--- src/rtl/seven_seg_pkg.sv ---
// Shared definitions for the multiplexed seven-segment scan controller:
// scan state encoding, blank pattern and the hex-to-segment table.
package seven_seg_pkg;

    typedef enum logic [1:0] {
        ST_IDLE  = 2'd0,
        ST_BLANK = 2'd1,
        ST_SHOW  = 2'd2
    } scan_state_e;

    // Segments are active-low, bit 0 = segment a.
    localparam logic [6:0] SEG_OFF = 7'h7F;

    // Entry n is the pattern for hex digit n (digit F listed first).
    localparam logic [15:0][6:0] HEX_SEG = {
        7'h0E, 7'h06, 7'h21, 7'h46, 7'h03, 7'h08, 7'h10, 7'h00,
        7'h78, 7'h02, 7'h12, 7'h19, 7'h30, 7'h24, 7'h79, 7'h40
    };

endpackage

--- src/rtl/seven_seg_decoder.sv ---
// Combinational hex nibble to active-low seven-segment pattern with a
// blank override that forces every segment off.
module seven_seg_decoder
    import seven_seg_pkg::*;
(
    input  logic [3:0] nibble,
    input  logic       blank,
    output logic [6:0] seg
);

    always_comb begin
        seg = SEG_OFF;
        if (!blank) begin
            seg = HEX_SEG[nibble];
        end
    end

endmodule

--- src/rtl/seven_seg_scan_ctrl.sv ---
// Time-multiplexed scan of an N-digit seven-segment display with anti-ghost
// blanking, leading-zero suppression, per-digit blink and frame-aligned loads.
module seven_seg_scan_ctrl
    import seven_seg_pkg::*;
#(
    parameter int NUM_DIGITS   = 4,
    parameter int BLANK_CYCLES = 16,
    parameter int BLINK_HALF   = 250
) (
    input  logic                      clk,
    input  logic                      clr,
    input  logic                      tick,
    input  logic [4*NUM_DIGITS-1:0]   value_in,
    input  logic [NUM_DIGITS-1:0]     dp_in,
    input  logic [NUM_DIGITS-1:0]     blink_mask,
    input  logic                      lz_blank,
    input  logic                      load,
    output logic                      load_ack,
    output logic [NUM_DIGITS-1:0]     an,
    output logic [6:0]                seg,
    output logic                      dp,
    output logic                      frame_done
);

    localparam int IDX_W = (NUM_DIGITS > 1) ? $clog2(NUM_DIGITS) : 1;
    localparam int BC_W  = $clog2(BLANK_CYCLES + 1);
    localparam int BK_W  = $clog2(BLINK_HALF + 1);
    localparam logic [IDX_W-1:0] LAST_IDX  = IDX_W'(NUM_DIGITS - 1);
    localparam logic [BC_W-1:0]  BLANK_END = BC_W'(BLANK_CYCLES - 1);
    localparam logic [BK_W-1:0]  BLINK_END = BK_W'(BLINK_HALF - 1);

    scan_state_e             state, state_nxt;
    logic [IDX_W-1:0]        idx, idx_nxt;
    logic [BC_W-1:0]         blank_cnt, blank_cnt_nxt;
    logic [BK_W-1:0]         blink_cnt;
    logic                    blink_phase;
    logic                    armed;
    logic                    capture;
    logic                    wrap;

    logic [4*NUM_DIGITS-1:0] shadow_value;
    logic [NUM_DIGITS-1:0]   shadow_dp;
    logic [NUM_DIGITS-1:0]   shadow_blink;

    logic [NUM_DIGITS-1:0]   lz_mask;
    logic                    seen_nonzero;
    logic [3:0]              cur_nibble;
    logic                    cur_dp;
    logic                    cur_blink;
    logic                    cur_lz;
    logic                    blink_off;
    logic [6:0]              dec_seg;
    logic [NUM_DIGITS-1:0]   an_nxt;
    logic [6:0]              seg_nxt;
    logic                    dp_nxt;

    // Scan sequencing: IDLE until the first tick, then BLANK/SHOW per digit.
    always_comb begin
        state_nxt     = state;
        idx_nxt       = idx;
        blank_cnt_nxt = blank_cnt;
        capture       = 1'b0;
        wrap          = 1'b0;
        case (state)
            ST_IDLE: begin
                capture = load && armed;
                if (tick) begin
                    state_nxt     = ST_BLANK;
                    idx_nxt       = '0;
                    blank_cnt_nxt = '0;
                end
            end
            ST_BLANK: begin
                if (blank_cnt == BLANK_END) begin
                    state_nxt = ST_SHOW;
                end else begin
                    blank_cnt_nxt = blank_cnt + 1'b1;
                end
            end
            ST_SHOW: begin
                if (tick) begin
                    state_nxt     = ST_BLANK;
                    blank_cnt_nxt = '0;
                    if (idx == LAST_IDX) begin
                        idx_nxt = '0;
                        wrap    = 1'b1;
                        capture = load;
                    end else begin
                        idx_nxt = idx + 1'b1;
                    end
                end
            end
            default: begin
                state_nxt = ST_IDLE;
            end
        endcase
    end

    always_ff @(posedge clk or posedge clr) begin
        if (clr) begin
            state     <= ST_IDLE;
            idx       <= '0;
            blank_cnt <= '0;
        end else begin
            state     <= state_nxt;
            idx       <= idx_nxt;
            blank_cnt <= blank_cnt_nxt;
        end
    end

    // A held load only captures once in IDLE; it must drop before re-arming.
    always_ff @(posedge clk or posedge clr) begin
        if (clr) begin
            armed        <= 1'b1;
            shadow_value <= '0;
            shadow_dp    <= '0;
            shadow_blink <= '0;
        end else begin
            if (capture) begin
                armed        <= 1'b0;
                shadow_value <= value_in;
                shadow_dp    <= dp_in;
                shadow_blink <= blink_mask;
            end else if (!load) begin
                armed <= 1'b1;
            end
        end
    end

    always_ff @(posedge clk or posedge clr) begin
        if (clr) begin
            blink_cnt   <= '0;
            blink_phase <= 1'b1;
        end else if (tick && state != ST_IDLE) begin
            if (blink_cnt == BLINK_END) begin
                blink_cnt   <= '0;
                blink_phase <= ~blink_phase;
            end else begin
                blink_cnt <= blink_cnt + 1'b1;
            end
        end
    end

    // Leading zeros: blank from the top digit down until a nonzero nibble.
    always_comb begin
        lz_mask      = '0;
        seen_nonzero = 1'b0;
        for (int i = NUM_DIGITS - 1; i > 0; i--) begin
            if (shadow_value[4*i +: 4] != 4'h0) begin
                seen_nonzero = 1'b1;
            end
            lz_mask[i] = lz_blank && !seen_nonzero;
        end
    end

    always_comb begin
        cur_nibble = 4'h0;
        cur_dp     = 1'b0;
        cur_blink  = 1'b0;
        cur_lz     = 1'b0;
        for (int i = 0; i < NUM_DIGITS; i++) begin
            if (idx_nxt == IDX_W'(i)) begin
                cur_nibble = shadow_value[4*i +: 4];
                cur_dp     = shadow_dp[i];
                cur_blink  = shadow_blink[i];
                cur_lz     = lz_mask[i];
            end
        end
    end

    assign blink_off = cur_blink && !blink_phase;

    seven_seg_decoder u_decoder (
        .nibble (cur_nibble),
        .blank  (cur_lz || blink_off),
        .seg    (dec_seg)
    );

    // Outputs are registered from the next state so pins line up with state.
    always_comb begin
        an_nxt  = '1;
        seg_nxt = SEG_OFF;
        dp_nxt  = 1'b1;
        if (state_nxt != ST_IDLE) begin
            seg_nxt = dec_seg;
            dp_nxt  = !(cur_dp && !blink_off);
        end
        for (int i = 0; i < NUM_DIGITS; i++) begin
            if (state_nxt == ST_SHOW && idx_nxt == IDX_W'(i)) begin
                an_nxt[i] = 1'b0;
            end
        end
    end

    always_ff @(posedge clk or posedge clr) begin
        if (clr) begin
            an         <= '1;
            seg        <= SEG_OFF;
            dp         <= 1'b1;
            load_ack   <= 1'b0;
            frame_done <= 1'b0;
        end else begin
            an         <= an_nxt;
            seg        <= seg_nxt;
            dp         <= dp_nxt;
            load_ack   <= capture;
            frame_done <= wrap;
        end
    end

endmodule

--- config.mk ---
export PLATFORM = sky130hd
export DESIGN_NAME = seven_seg_scan_ctrl
export DESIGN_NICKNAME = d
export VERILOG_FILES = /design/src/rtl/seven_seg_pkg.sv /design/src/rtl/seven_seg_decoder.sv /design/src/rtl/seven_seg_scan_ctrl.sv
export SDC_FILE = /design/constraint.sdc
export NUM_CORES = 1
export LEC_CHECK = 0
export CAP_MARGIN = 5
export CORE_UTILIZATION = 42
export CTS_BUF_LIST = sky130_fd_sc_hd__clkbuf_4 sky130_fd_sc_hd__clkbuf_8
export DETAILED_ROUTE_END_ITERATION = 16
export HOLD_SLACK_MARGIN = 0.06
export SETUP_SLACK_MARGIN = 0.1
export SLEW_MARGIN = 20
export SYNTH_ARGS = -nofsm -noshare
export SYNTH_HDL_FRONTEND = slang
export SYNTH_SLANG_ARGS = --single-unit
--- constraint.sdc ---
create_clock -name clk -period 3.6 [get_ports clk]
set_input_delay 1.08 -clock clk [delete_from_list [all_inputs] [get_ports clk]]
set_output_delay 1.08 -clock clk [all_outputs]
set_load 0.05 [all_outputs]
# Yosys cells after proc, flatten, opt, wreduce, memory -nomap -nowiden
# Memory sizes are Yosys's and may differ from the RTL's.
# Cells that the tools add are included.
# W data, S select, Z words.
# totals
reg_bits,57
elab_cells,106
mem_count,1
in_bits,29
rom_bits,112
# memory_table
name,words,width,rd,rd_ports_with_merged_regs,write_ports,line,text
(name not given),16,7,1,0,0,seven_seg_decoder.sv:14,seg = HEX_SEG[nibble];
# classes
n_reduce_logical,29
n_eq_ne,12
addsub,3
n_mux,45
magnitude_cmp,1
bitwise_logic,1
# ops
cell,count
$mux W1,26
$mux W7,3
$mux W4,4
$reduce_bool A4 Y1,3
$logic_and A1 B1 Y1,11
$eq A2 B2 Y1 const B,5
$mux W2,5
$mux W5,2
$pmux W5 S2,1
$add A8 B1 Y8 const B,1
$eq A8 B8 Y1 const B,1
$mux W8,1
$pmux W2 S2,2
$logic_not A1 Y1,6
$reduce_bool A2 Y1,3
$add A5 B1 Y5 const B,1
$eq A5 B4 Y1 const B,1
$lt A4 B5 Y1 const B,1
$eq A2 B1 Y1 const B,2
$logic_not A2 Y1,2
$ne A2 B1 Y1 const B,2
$reduce_and A3 Y1,1
$add A2 B1 Y2 const B,1
$ne A2 B2 Y1 const B,1
other kinds (5),5

# Longest topological paths before layout
# logic_depth
depth_word,14
mapped_depth,11
ltp_nobuf,11

# Modules after synthesis
# Synthesis repeated with hierarchy kept, for this count alone.
# unflattened
hier_cells,242
hier_area_um2,2845.2
# by_module_without_submodules
mod,cells_each,seq_area_each_um2,area_each_um2,n_inst
seven_seg_scan_ctrl,207,1443.9,2546.2,1
seven_seg_decoder,35,0.0,299.0,1

# Worst setup path before layout
# No wires, ideal clock.
# synth_timing
kind,input port to flip-flop
startpoint,in tick
endpoint,reg seg[1]
required_ns,3.514
path_stages,9
setup_ns,0.086
slack_ns,0.420
t_arrival_ns,3.094
path_buffers,0
path_cell_list,inv_1 > ha_1 > and2_1 > o31ai_4 > mux4_2 > inv_1 > ha_1 > o211ai_1 > nand3_1
# synth_between
elab_chain_len,11
# synth_lines
element,line,text
start: declaration,seven_seg_scan_ctrl.sv:12,"input logic tick,"
$mux W2 (on tied branches),"seven_seg_scan_ctrl.sv:81, seven_seg_scan_ctrl.sv:67",
$pmux W2 S2,seven_seg_scan_ctrl.sv:64,case (state)
$logic_not A2 Y1,seven_seg_scan_ctrl.sv:162,if (idx_nxt == IDX_W'(i)) begin
$mux W4 / $mux W1 (equally long branches) (4 in series),seven_seg_scan_ctrl.sv:162,
$mem_v2 Z16 W7 / $logic_and A1 B1 Y1 (equally long branches),-,
$mux W7 (implied by the code) / $logic_or A1 B1 Y1 (equally long branches),"seven_seg_decoder.sv:14, seven_seg_scan_ctrl.sv:175",
$mux W7,seven_seg_decoder.sv:13,if (!blank) begin
$mux W7 (*),seven_seg_scan_ctrl.sv:184,if (state_nxt != ST_IDLE) begin
net seg_nxt[1],seven_seg_scan_ctrl.sv:54,logic [6:0] seg_nxt;
end signal: assignment,seven_seg_scan_ctrl.sv:204,seg <= seg_nxt;
end: declaration,seven_seg_scan_ctrl.sv:20,"output logic [6:0] seg,"
# The timed path passes the listed nets; every way through them passes the cells marked *. The select of a mux whose other input is x is not followed.
# A chain may end at the register's enable or synchronous reset.

# Worst setup path after layout
# Same ends and word-level chain as after synthesis.

==> run metrics <==
status=finished clean; Final Non-Filler Cells=373; Fmax=0.3233 GHz; slowest CP cell=mux4_2; r2r endpoint=seg[1]; Filler Cell Count=546; 1st-iter DRT viols=61; routed length per instance=14.39 um; RSZ-0062 raised after global routing=no; FF+latch area=0.001444 mm^2; vias in the first global route=1974; largest net degree at the start of global routing=41; critical path class=in -> reg; launching point of the worst reg2reg path=idx[0]; Synth area leaders=dfrtp_1, dfstp_2, mux2_2, ha_1, mux4_2; Seq/Total Area, Yosys=0.5156; routability congestion estimate=0.7874; period utilization=0.8591; most numerous cell in the Yosys netlist=dfrtp_1; standard-cell rows=29; Setup Viol. Count Final=0; top cell type's share of synthesized area=0.3843; Yosys Warn Count=0; Final min period=3.093 ns; Synth Instances=229; crit path from=tick; Core Box Area=0.006386 mm^2; Num CTS Buffers=9; Async SR Flop Fraction=1.000; Inserted Diodes=0; layout cell share with drive strength beyond 1=0.3007; Multi-input gate area=0.001285 mm^2; IO Count=43; fin nets=332; die area=0.006997 mm^2; worst IR drop on VDD=0.6297 mV; PortBufs=42; Area after DPL=0.003410 mm^2; Bufs on Longest Clock Path=2; CP required=3.85 ns; Syn Std Cell Area=0.002800 mm^2; Arr. time, crit path=3.34 ns; WL final=5.369 mm; Placed Cells=355; maximum capacitance violations=0; first-pass GRT wire length=9.597 mm; Cell variety after synth=40; critical path depth=11; hold_buf cts=0; Vert. Die Dim=83.65 um; DRT Pass-1 Iters=4; Post-synth top cells=dfrtp_1, mux2_2, nand2_1, nor2_1, dfstp_2; slowest cell delay on critical path=0.57 ns; Skew-Pair Late Insertion Delay=0.34 ns; Area Overhead vs Synth=30.34%; cells on worst reg2reg path=9; final hold vios=0; Initial Util=0.4385; synthesis-stage register bit count=57; clk sink count=57; Syn Nets=270; Worst Skew=0.01126 ns; Pleak=1.569 nW; Worst Path Max Fanout=6; PwrDens=900.4 mW/mm^2; CP top delay family=multiplexers; area leader, netlist=dfrtp_1; clock transition at the registers of the reported paths=0.07 ns; crit end category=flop; post-route cell area=0.003650 mm^2; H-tree lvl count=3; Overflow after GRT=0; Vias/cell=5.174; slew margin rel.=0.5513; CP Launch Type=input port; most used cell, CP=ha_1; Avg Synthesized Cell Area=12.23 um^2; Hold Crit Class=reg -> reg; GRT Total Usage=0.1757; Tightest Pin Transition=0.6706 ns; DPL Wire Length=3.750 mm; top_reg_cell synth=dfrtp_1; max-slew violations=0; worst-path cell chain=dlymetal6s2s_1 > inv_1 > ha_1 > and2_1 > o31ai_4 > buf_6 > mux4_2 > inv_4 > ha_1 > o211ai_1 > nand3_1; clock root buffer master=clkbuf_8; DRC errors left=0; CTS tree=yes; Antenna Nets Post-Route=0; Critical Path End=seg[1]; via count=1930; chip width=83.65 um; Register-to-Register Setup Slack=1.07 ns; worst path bufs/invs=4; EDFF count, synth=0; antenna violations before repair=0
==> registers in the layout, summed over array words and instances (netlist names) <==
signal	flops
shadow_value	16
blink_cnt	8
seg	7
blank_cnt	5
an	4
shadow_blink	4
shadow_dp	4
idx	2
state	2
armed	1
blink_phase	1
dp	1
frame_done	1
load_ack	1
==> per-stage QoR <==
step | worst slack (ns) | TNS (ns) | total power (W) | utilization | hold slack [ns]
after floorplan | 0.4204 | 0 | 0.002224 | - | 0.4459
after global placement | -0.1590 | -0.8445 | 0.002606 | 0.5339 | 0.4563
after detailed placement | -0.2236 | -1.274 | 0.002636 | 0.5339 | 0.4583
after CTS | 0.1268 | 0 | 0.003251 | 0.5649 | 0.4705
after global routing | 0.3587 | 0 | 0.003529 | 0.5715 | 0.5072
final | 0.5071 | 0 | 0.003286 | 0.5715 | 0.4666
==> worst register-to-register path, stage by stage (launching register included) <==
cell and delay, ns:
dfrtp_1 0.40, ha_1 0.27, and2_1 0.18, o31ai_4 0.25, buf_6 0.17, mux4_2 0.57, inv_4 0.10, ha_1 0.25
o211ai_1 0.18, nand3_1 0.09
==> routing by layer <==
| metal | vias up | track usage | part of all wire |
|---|---|---|---|
| li1 | 944 | - | - |
| met4 | 0 | 0.08783 | 0.020 |
| met5 | - | 0 | 0 |
| met2 | 41 | 0.2513 | 0.43 |
| met1 | 936 | 0.2447 | 0.50 |
| met3 | 9 | 0.04847 | 0.043 |
==> cells in the final DEF (no fill, tap or decap), drive strengths merged, types with 3 or more instances in the layout <==
master         count
nand4              4
dfstp             14
a211oi             3
inv               13
buf               16
clkbuf            12
mux4               6
ha                12
nand2             16
nor4               3
a22o               5
xor2               7
and3               3
xnor2              6
dfrtp             43
clkdlybuf4s50     41
nand3              6
o221ai             3
a21oi              9
clkinv             3
o21ai              6
nor2              17
mux2              27
==> final cells by class <==
cell class	instances	share of cell area
clock buffer	12	0.04182
clock inverter	4	0.01234
inverter	13	0.01406
multi-input combinational	152	0.3521
sequential	57	0.3956
tap	77	0.02640
timing repair buffer	58	0.1577
==> how the worst min path moves through the flow <==
stage,startpoint,endpoint,slack [ns],cells past startpoint
finish,armed,armed,0.47,2
global route,armed,armed,0.51,2
CTS,armed,armed,0.47,2
detailed placement,armed,armed,0.46,2
global placement,armed,armed,0.46,2
floorplan,armed,armed,0.45,2
==> what timing repair did <==
action,CTS,global route
resized for setup,0,10
setup buffers,0,2
endpoints found under the setup margin,0,7
==> power by group <==
part / total [W] / switching [W] / internal [W]
Clock: 0.000602 / 0.000252 / 0.000350
Combinational: 0.00150 / 0.000730 / 0.000775
Sequential: 0.00118 / 0.000229 / 0.000951
Total: 0.00329 / 0.00121 / 0.00208
==> cells by family (layout without fill, tap and decap cells) <==
kind of cell / count (synthesis) / after routing / share of synthesized area
xor gates and xnor gates: 13 / 13 / 0.04066
buffers and inverters: 20 / 87 / 0.03306
adders and majority gates: 12 / 12 / 0.05362
AOI/OAI and AO/OA: 33 / 33 / 0.08579
muxes: 35 / 35 / 0.1667
and+or+nand+nor: 59 / 59 / 0.1046
DFF: 57 / 57 / 0.5156
No activity file was read; power rests on OpenSTA's default activity.
